### config.mk
export PLATFORM = sky130hd
export DESIGN_NAME = fp32_divider
export DESIGN_NICKNAME = d
export VERILOG_FILES = /design/src/rtl/fp32_pkg.sv /design/src/rtl/fp32_classify.sv /design/src/rtl/fp32_divider.sv
export SDC_FILE = /design/constraint.sdc
export NUM_CORES = 1
export LEC_CHECK = 0
export CORE_MARGIN = 3
export CORE_UTILIZATION = 27
export CTS_CLUSTER_SIZE = 40
export DETAILED_ROUTE_END_ITERATION = 8
export GPL_TIMING_DRIVEN = 0
export PLACE_DENSITY = 0.44
export SKIP_CTS_REPAIR_TIMING = 1
export SYNTH_ARGS = -nofsm -noshare
export SYNTH_HDL_FRONTEND = slang
export SYNTH_SLANG_ARGS = --single-unit
export TNS_END_PERCENT = 10
### constraint.sdc
create_clock -name clk -period 6.9 [get_ports clk]
set_input_delay 1.38 -clock clk [delete_from_list [all_inputs] [get_ports clk]]
set_output_delay 1.38 -clock clk [all_outputs]
set_load 0.02 [all_outputs]
### src/rtl/fp32_pkg.sv
// ----------------------------------------------------------------------------
// fp32_pkg
// Shared definitions for the FP32 arithmetic blocks (divider, multiplier).
//   EXP_BIAS    : IEEE 754 single-precision exponent bias
//   EXP_MAX     : all-ones exponent (inf / NaN)
//   QNAN        : canonical quiet-NaN pattern
//   fp32_t      : packed view of a single-precision word
//   div_state_t : divider control states
// ----------------------------------------------------------------------------
package fp32_pkg;

   localparam int          EXP_BIAS = 127;
   localparam logic [7:0]  EXP_MAX  = 8'hFF;
   localparam logic [31:0] QNAN     = 32'h7FC0_0000;

   typedef struct packed {
      logic        sign;
      logic [7:0]  exp;
      logic [22:0] frac;
   } fp32_t;

   typedef enum logic [2:0] {
      IDLE   = 3'd0,
      CHECK  = 3'd1,
      DIVIDE = 3'd2,
      NORM   = 3'd3,
      DONE   = 3'd4
   } div_state_t;

endpackage

### src/rtl/fp32_classify.sv
// ----------------------------------------------------------------------------
// fp32_classify
// Combinational operand classifier for single-precision values.
// Subnormals are treated as zero because the arithmetic blocks flush them.
//   value   in  32  operand
//   is_nan  out 1   exponent all ones, fraction nonzero
//   is_inf  out 1   exponent all ones, fraction zero
//   is_zero out 1   exponent zero (true zero or subnormal)
// ----------------------------------------------------------------------------
module fp32_classify
   import fp32_pkg::*;
(
   input  logic [31:0] value,
   output logic        is_nan,
   output logic        is_inf,
   output logic        is_zero
);

   fp32_t f;
   logic  sign_unused;

   assign f           = value;
   // The sign plays no part in the class of a value.
   assign sign_unused = f.sign;

   assign is_nan  = (f.exp == EXP_MAX) && (f.frac != 23'h0);
   assign is_inf  = (f.exp == EXP_MAX) && (f.frac == 23'h0);
   assign is_zero = (f.exp == 8'h00);

endmodule

### src/rtl/fp32_divider.sv
// ----------------------------------------------------------------------------
// fp32_divider
// Iterative single-precision divider, quotient_o = a_i / b_i.
// Radix-2 restoring mantissa division (one bit per cycle), truncating
// rounding, subnormal inputs and results flushed to zero.
// Latency: done_o 2 cycles after acceptance for special operands,
// 28 cycles otherwise.
//   clk         in  1   clock
//   rst_n       in  1   asynchronous active-low reset
//   start_i     in  1   request; sampled only in IDLE
//   a_i, b_i    in  32  dividend / divisor, captured on acceptance
//   quotient_o  out 32  registered result
//   done_o      out 1   one-cycle completion pulse
//   busy_o      out 1   high from acceptance through the DONE cycle
//   nan_o, infinit_o, div_zero_o, overflow_o, underflow_o
//               out 1   result flags, at most one set per operation
// ----------------------------------------------------------------------------
module fp32_divider #(
   parameter logic [31:0] QNAN = 32'h7FC0_0000
) (
   input  logic        clk,
   input  logic        rst_n,
   input  logic        start_i,
   input  logic [31:0] a_i,
   input  logic [31:0] b_i,
   output logic [31:0] quotient_o,
   output logic        done_o,
   output logic        busy_o,
   output logic        nan_o,
   output logic        infinit_o,
   output logic        div_zero_o,
   output logic        overflow_o,
   output logic        underflow_o
);

   import fp32_pkg::*;

   // Quotient bits produced; fixed by the 24-bit significand plus one
   // extra bit for normalisation.
   localparam int         DIV_STEPS = 25;
   localparam logic [4:0] LAST_STEP = 5'(DIV_STEPS - 1);

   div_state_t        state_reg, state_next;
   fp32_t             a_reg, b_reg;
   logic [24:0]       rem_reg;
   logic [23:0]       div_reg;
   logic [24:0]       q_reg;
   logic [4:0]        cnt_reg;
   logic signed [9:0] exp_reg;

   logic a_nan, a_inf, a_zero;
   logic b_nan, b_inf, b_zero;
   logic sign;

   fp32_classify u_class_a (.value(a_reg), .is_nan(a_nan), .is_inf(a_inf), .is_zero(a_zero));
   fp32_classify u_class_b (.value(b_reg), .is_nan(b_nan), .is_inf(b_inf), .is_zero(b_zero));

   assign sign = a_reg.sign ^ b_reg.sign;

   // Special-operand resolution in priority order.
   logic        sp_hit, sp_nan, sp_inf, sp_dz;
   logic [31:0] sp_result;

   always_comb begin
      sp_hit    = 1'b1;
      sp_nan    = 1'b0;
      sp_inf    = 1'b0;
      sp_dz     = 1'b0;
      sp_result = {sign, 31'h0};
      if (a_nan || b_nan || (a_zero && b_zero) || (a_inf && b_inf)) begin
         sp_nan    = 1'b1;
         sp_result = QNAN;
      end else if (a_inf) begin
         sp_inf    = 1'b1;
         sp_result = {sign, EXP_MAX, 23'h0};
      end else if (b_zero) begin
         sp_dz     = 1'b1;
         sp_result = {sign, EXP_MAX, 23'h0};
      end else if (!(a_zero || b_inf)) begin
         sp_hit = 1'b0;
      end
   end

   // Restoring division step: the remainder is always below twice the
   // divisor, so the difference fits in 24 bits before the shift.
   logic        rem_ge;
   logic [24:0] rem_diff;

   assign rem_ge   = (rem_reg >= {1'b0, div_reg});
   assign rem_diff = rem_reg - {1'b0, div_reg};

   // Normalisation: q lies in [2^23, 2^25); drop the extra bit when the
   // mantissa ratio was >= 1, otherwise lower the exponent by one.
   logic signed [9:0] exp_norm;
   logic [22:0]       frac_norm;

   assign exp_norm  = q_reg[24] ? exp_reg : exp_reg - 10'sd1;
   assign frac_norm = q_reg[24] ? q_reg[23:1] : q_reg[22:0];

   // State register
   always_ff @(posedge clk or negedge rst_n) begin
      if (!rst_n) begin
         state_reg <= IDLE;
      end else begin
         state_reg <= state_next;
      end
   end

   // Next-state and handshake outputs
   always_comb begin
      state_next = state_reg;
      done_o     = 1'b0;
      busy_o     = 1'b1;
      unique case (state_reg)
         IDLE: begin
            busy_o = 1'b0;
            if (start_i) state_next = CHECK;
         end
         CHECK:  state_next = sp_hit ? DONE : DIVIDE;
         DIVIDE: if (cnt_reg == 5'd0) state_next = NORM;
         NORM:   state_next = DONE;
         DONE: begin
            done_o     = 1'b1;
            state_next = IDLE;
         end
         default: begin
            busy_o     = 1'b0;
            state_next = IDLE;
         end
      endcase
   end

   // Datapath and result registers
   always_ff @(posedge clk or negedge rst_n) begin
      if (!rst_n) begin
         a_reg       <= '0;
         b_reg       <= '0;
         rem_reg     <= '0;
         div_reg     <= '0;
         q_reg       <= '0;
         cnt_reg     <= '0;
         exp_reg     <= '0;
         quotient_o  <= '0;
         nan_o       <= 1'b0;
         infinit_o   <= 1'b0;
         div_zero_o  <= 1'b0;
         overflow_o  <= 1'b0;
         underflow_o <= 1'b0;
      end else begin
         unique case (state_reg)
            IDLE: begin
               if (start_i) begin
                  a_reg       <= a_i;
                  b_reg       <= b_i;
                  quotient_o  <= '0;
                  nan_o       <= 1'b0;
                  infinit_o   <= 1'b0;
                  div_zero_o  <= 1'b0;
                  overflow_o  <= 1'b0;
                  underflow_o <= 1'b0;
               end
            end
            CHECK: begin
               if (sp_hit) begin
                  quotient_o <= sp_result;
                  nan_o      <= sp_nan;
                  infinit_o  <= sp_inf;
                  div_zero_o <= sp_dz;
               end
               exp_reg <= $signed({2'b00, a_reg.exp} - {2'b00, b_reg.exp} + 10'(EXP_BIAS));
               rem_reg <= {2'b01, a_reg.frac};
               div_reg <= {1'b1, b_reg.frac};
               q_reg   <= '0;
               cnt_reg <= LAST_STEP;
            end
            DIVIDE: begin
               if (rem_ge) begin
                  q_reg[cnt_reg] <= 1'b1;
                  rem_reg        <= {rem_diff[23:0], 1'b0};
               end else begin
                  rem_reg <= {rem_reg[23:0], 1'b0};
               end
               if (cnt_reg != 5'd0) cnt_reg <= cnt_reg - 5'd1;
            end
            NORM: begin
               if (exp_norm >= 10'sd255) begin
                  quotient_o <= {sign, EXP_MAX, 23'h0};
                  overflow_o <= 1'b1;
               end else if (exp_norm <= 10'sd0) begin
                  quotient_o  <= {sign, 31'h0};
                  underflow_o <= 1'b1;
               end else begin
                  quotient_o <= {sign, exp_norm[7:0], frac_norm};
               end
            end
            DONE: ;
            default: ;
         endcase
      end
   end

endmodule

# Word level (Yosys, flattened, before mapping)
# Index checks and enable logic that the tools add are counted.
# totals
output_inout_bits	39
wordCells	123
register_bits	193
in_bits	67
# op_classes
bitwise	2
addsub	5
n_mux	46
n_reduce_logical	33
magnitude_cmp	5
eq_ne	14
# op_table
cell	count
2-to-1 mux 31 bit	4
case mux 25 bit (2 select lines)	2
2-to-1 mux 32 bit	3
case mux 32 bit (3 select lines)	1
2-to-1 mux 25 bit	2
logical NOT 23 bit	2
nonzero test 23 bit	2
>= comparator 25 x 24 -> 1 bit	1
bitwise OR 25 bit	1
subtractor 24 bit	1
2-to-1 mux 23 bit	1
2-to-1 mux 1 bit	20
== test 8 bit (second input constant)	2
logical NOT 8 bit	2
inequality test 2 bit (second input constant)	8
case mux 3 bit (4 select lines)	1
adder 9 x 8 -> 10 bit (second input constant)	1
>= comparator 10 x 9 -> 1 bit (second input constant)	1
less-or-equal comparator 10 x 1 -> 1 bit (second input constant)	1
2-to-1 mux 10 bit	1
case mux 1 bit (2 select lines)	5
case mux 5 bit (2 select lines)	1
subtractor 10 x 2 -> 10 bit (second input constant)	1
2-to-1 mux 3 bit	3
other kinds (21)	38

# Longest topological paths before layout
# logic_depth
ltp_word	9
ltp_mapped	12
ltp_nobuf	12

# Modules after synthesis
# From an unflattened synthesis, not the netlist that was laid out.
# unflattened
cells_unflattened	1003
hier_area_um2	10080.9
# modules_own_cells
mod	area_each_um2	instances	cells_per_inst
fp32_divider	9878.2	1	971
fp32_classify	101.3	2	16

# Least setup slack after synthesis
# No wires, ideal clock.
# synth_timing
kind	input port to flip-flop
start	input port start_i
end	register a_reg[0] (netlist name)
cell_stages	4
n_path_buf	2
arrival_time_ns	2.768
path_slack_ns	4.007
setup_time_ns	0.125
cell_sequence	nor4b_1 clkbuf_1 clkbuf_1 mux2_2
# synth_between
elab_chain_len	1
# synth_rtl
item	line_no	rtl
from (decl)	fp32_divider.sv:23	input logic start_i,
AND reduction 2 bit (no line)	n/a	
to (signal assigned)	fp32_divider.sv:153	a_reg <= a_i;
to (decl)	fp32_divider.sv:44	fp32_t a_reg, b_reg;
# Every way passes these cells.
# A chain may end at the register's enable or synchronous reset.

# Final worst setup path
# layout_timing
start	input port start_i
end	register a_reg[4] (netlist name)
# The elaborated chain is that of the path after synthesis.

==> metrics <==
WL met3 762 um; top cells by count, synth dfrtp_1, nand2_1, o21ai_0; top-count cell post-synth dfrtp_1; diode count 0; TritonCTS buffer count 17; sequential fraction of the synthesis area 48.2%; worst rel slew slack 42.1%; crit path cell chain clkdlybuf4s50_1 > nor4b_1 > clkbuf_1 > clkbuf_1 > mux2_2; Min-Delay Path Depth 2; H-tree depth 4; Total Power 6.30 mW; Slew @ Worst Pin 866 ps; Setup crit start kind primary input; final hold vios 0; Core ar. 36100 sq um; top cells by area, synth dfrtp_1, mux2_2, ha_1, nand2_1, mux2i_1; starting density of the core 27.8%; Post-Syn Instances 969; vias in the first global route 7972; largest net degree at the start of global routing 108; syn nets 1076; # nets final 1201; Max Freq 0.267 GHz; Crit path required time 7230 ps; Critical Path End Type register; Final Cell Area 12200 sq um; DIE WIDTH 199 um; Reg2Reg Launch Point rem_reg[0]$_DFFE_PN0P_; Max VDD drop 0.247 mV; die area 39400 sq um; R2R Setup Slk 3580 ps; hold path start div_reg[23]$_DFFE_PN0P_; family with the most delay on the worst path buffers and inverters; Final min period 3750 ps; logic depth of the worst path, buffers included 5; share of flip-flops with an asynchronous set or reset 100%; post-synth top area share 48.2%; CP Max Fanout 10; fill count 3724; status finished clean; Post-Route WL 28300 um; ANT nets after route 0; global-route wire length before repair 45000 um; Mean Syn Cell Area 10.3 sq um; Root Driver clkbuf_16; worst hold-check path type reg2reg; final setup margin 3150 ps; CTS tree done; Primary FF master, synth dfrtp_1; area leader, netlist dfrtp_1; R2R depth 11; CP Class in2reg; via count 7666; 1st-pass router iterations 7; hold endpoint div_reg[23]$_DFFE_PN0P_; leakage power 5.10 nW; clock skew 16.4 ps; Skew-Pair Late Insertion Delay 450 ps; P&R area growth vs syn 22.0%; Slowest-stage cell, CP clkbuf_1; Setup-failing EPs final 0; initial drt markers 365; I/O pin count 106; Worst path most repeated cell clkbuf_1; Reg clk slew, reported paths 80 ps; RR Endpoint rem_reg[23]$_DFFE_PN0P_; CTS Buffer Depth 2; Synthesis Warnings 0; worst slack, placed 2580 ps; mapped cell area 10000 sq um; Slew Viols, Final 0; Die Span Y 199 um; WL/cell 18.0 um; CTS Sinks 193; # DRC 0; initial antenna violation count 0; Post-synth EDFFs 0; Yosys cell types 67; wl on met1 12900 um; RePlAce Congestion 0.802; synthesized flop and latch total 193; CP Data Arrival Time 4080 ps; port bufs 105; CP max stage delay 680 ps; Via density 4.89; row count 69; RSZ-0062 raised after global routing false; Max Used Layer met4; remaining global-route overflow 0; placed cell area 11700 sq um; met2 routed WL 14300 um; Max Cap Violations 0; critical path buffer and inverter count 3; Final Cycle Share 54.3%; layout cells sized above 1 9.85%; hpwl dp 21500 um; Power Density 515 nW/um^2; total track usage 14.7%
metrics by stage:
step / cells / hold slack (ps) / util, % / TNS, ps
after floorplan: 969 / 418 / - / 0
after global placement: 1535 / 432 / 32.3 / -819730
after detailed placement: 1536 / 443 / 32.4 / 0
after CTS: 1568 / 463 / 33.9 / 0
after global routing: 1568 / 496 / 33.9 / 0
final: 1568 / 459 / 33.9 / 0
layout make-up:
cell class / count / area (sq um) / share of cell area [%]
inverters: 49 / 184 / 1.50
clock inverters: 11 / 108 / 0.880
multi-input cells: 674 / 4760 / 39.0
clock buffers: 21 / 440 / 3.60
plain buffers: 53 / 240 / 1.97
well taps: 461 / 577 / 4.72
repair buffers: 106 / 1080 / 8.86
flip-flops and latches: 193 / 4830 / 39.5
cell families after synthesis:
group	after synthesis	synth area share, %
AOI/OAI and AO/OA	246	16.5
buffers and inverters	102	4.23
adders and majority gates	40	5.15
DFF	193	48.2
and+or+nand+nor	254	12.3
xor gates and xnor gates	43	3.76
muxes	91	9.86
worst max path at each step:
stage,start,to
5_1_grt,start_i,a_reg[4]$_DFFE_PN0P_
4_1_cts,start_i,b_reg[20]$_DFFE_PN0P_
6_report,start_i,a_reg[4]$_DFFE_PN0P_
3_5_place_dp,start_i,a_reg[0]$_DFFE_PN0P_
2_1_floorplan,start_i,a_reg[0]$_DFFE_PN0P_
3_3_place_gp,rst_n,b_reg[6]$_DFFE_PN0P_
cell usage in the layout, fill, tap and decap left out, drive strengths merged, types with 5 or more instances in the layout:
cell | synthesis | routed
and3 | 5 | 5
nand2b | 8 | 8
nor2 | 42 | 42
dfrtp | 193 | 193
a21o | 12 | 12
xnor2 | 22 | 22
a22oi | 17 | 17
a211o | 6 | 6
xor2 | 21 | 21
o21ai | 100 | 100
o31ai | 8 | 8
buf | 15 | 17
nor2b | 7 | 7
a31oi | 11 | 11
clkbuf | 38 | 59
nand3 | 17 | 17
nor4 | 17 | 17
clkinv | 0 | 6
mux2 | 58 | 58
a211oi | 5 | 5
or4 | 7 | 7
a32o | 20 | 20
and2 | 6 | 6
nor3 | 15 | 15
clkdlybuf4s50 | 0 | 104
ha | 38 | 38
a222oi | 5 | 5
nand4 | 12 | 12
nand2 | 102 | 102
inv | 49 | 51
a21oi | 30 | 30
mux2i | 33 | 33
worst register-to-register path: cells and delay by family, from the launching register on:
kind | cells | cell delay [ps]
buf+inv | 1 | 70
simple gates | 1 | 180
xor+xnor | 1 | 200
compound gates | 6 | 1700
flops | 1 | 420
fa+ha+maj | 2 | 640
power breakdown:
group | internal, mW | switching (mW) | total (mW) | leakage, nW
Sequential | 1.56 | 0.359 | 1.92 | 2.44
Combinational | 1.47 | 1.95 | 3.42 | 2.39
Clock | 0.501 | 0.463 | 0.964 | 0.262
metal layers:
metal,vias up,global-route usage [%]
met4,0,3.49
met3,21,2.61
li1,3768,-
met2,100,25.8
met1,3777,19.0
met5,-,0
No activity file was read; power rests on OpenSTA's default activity.
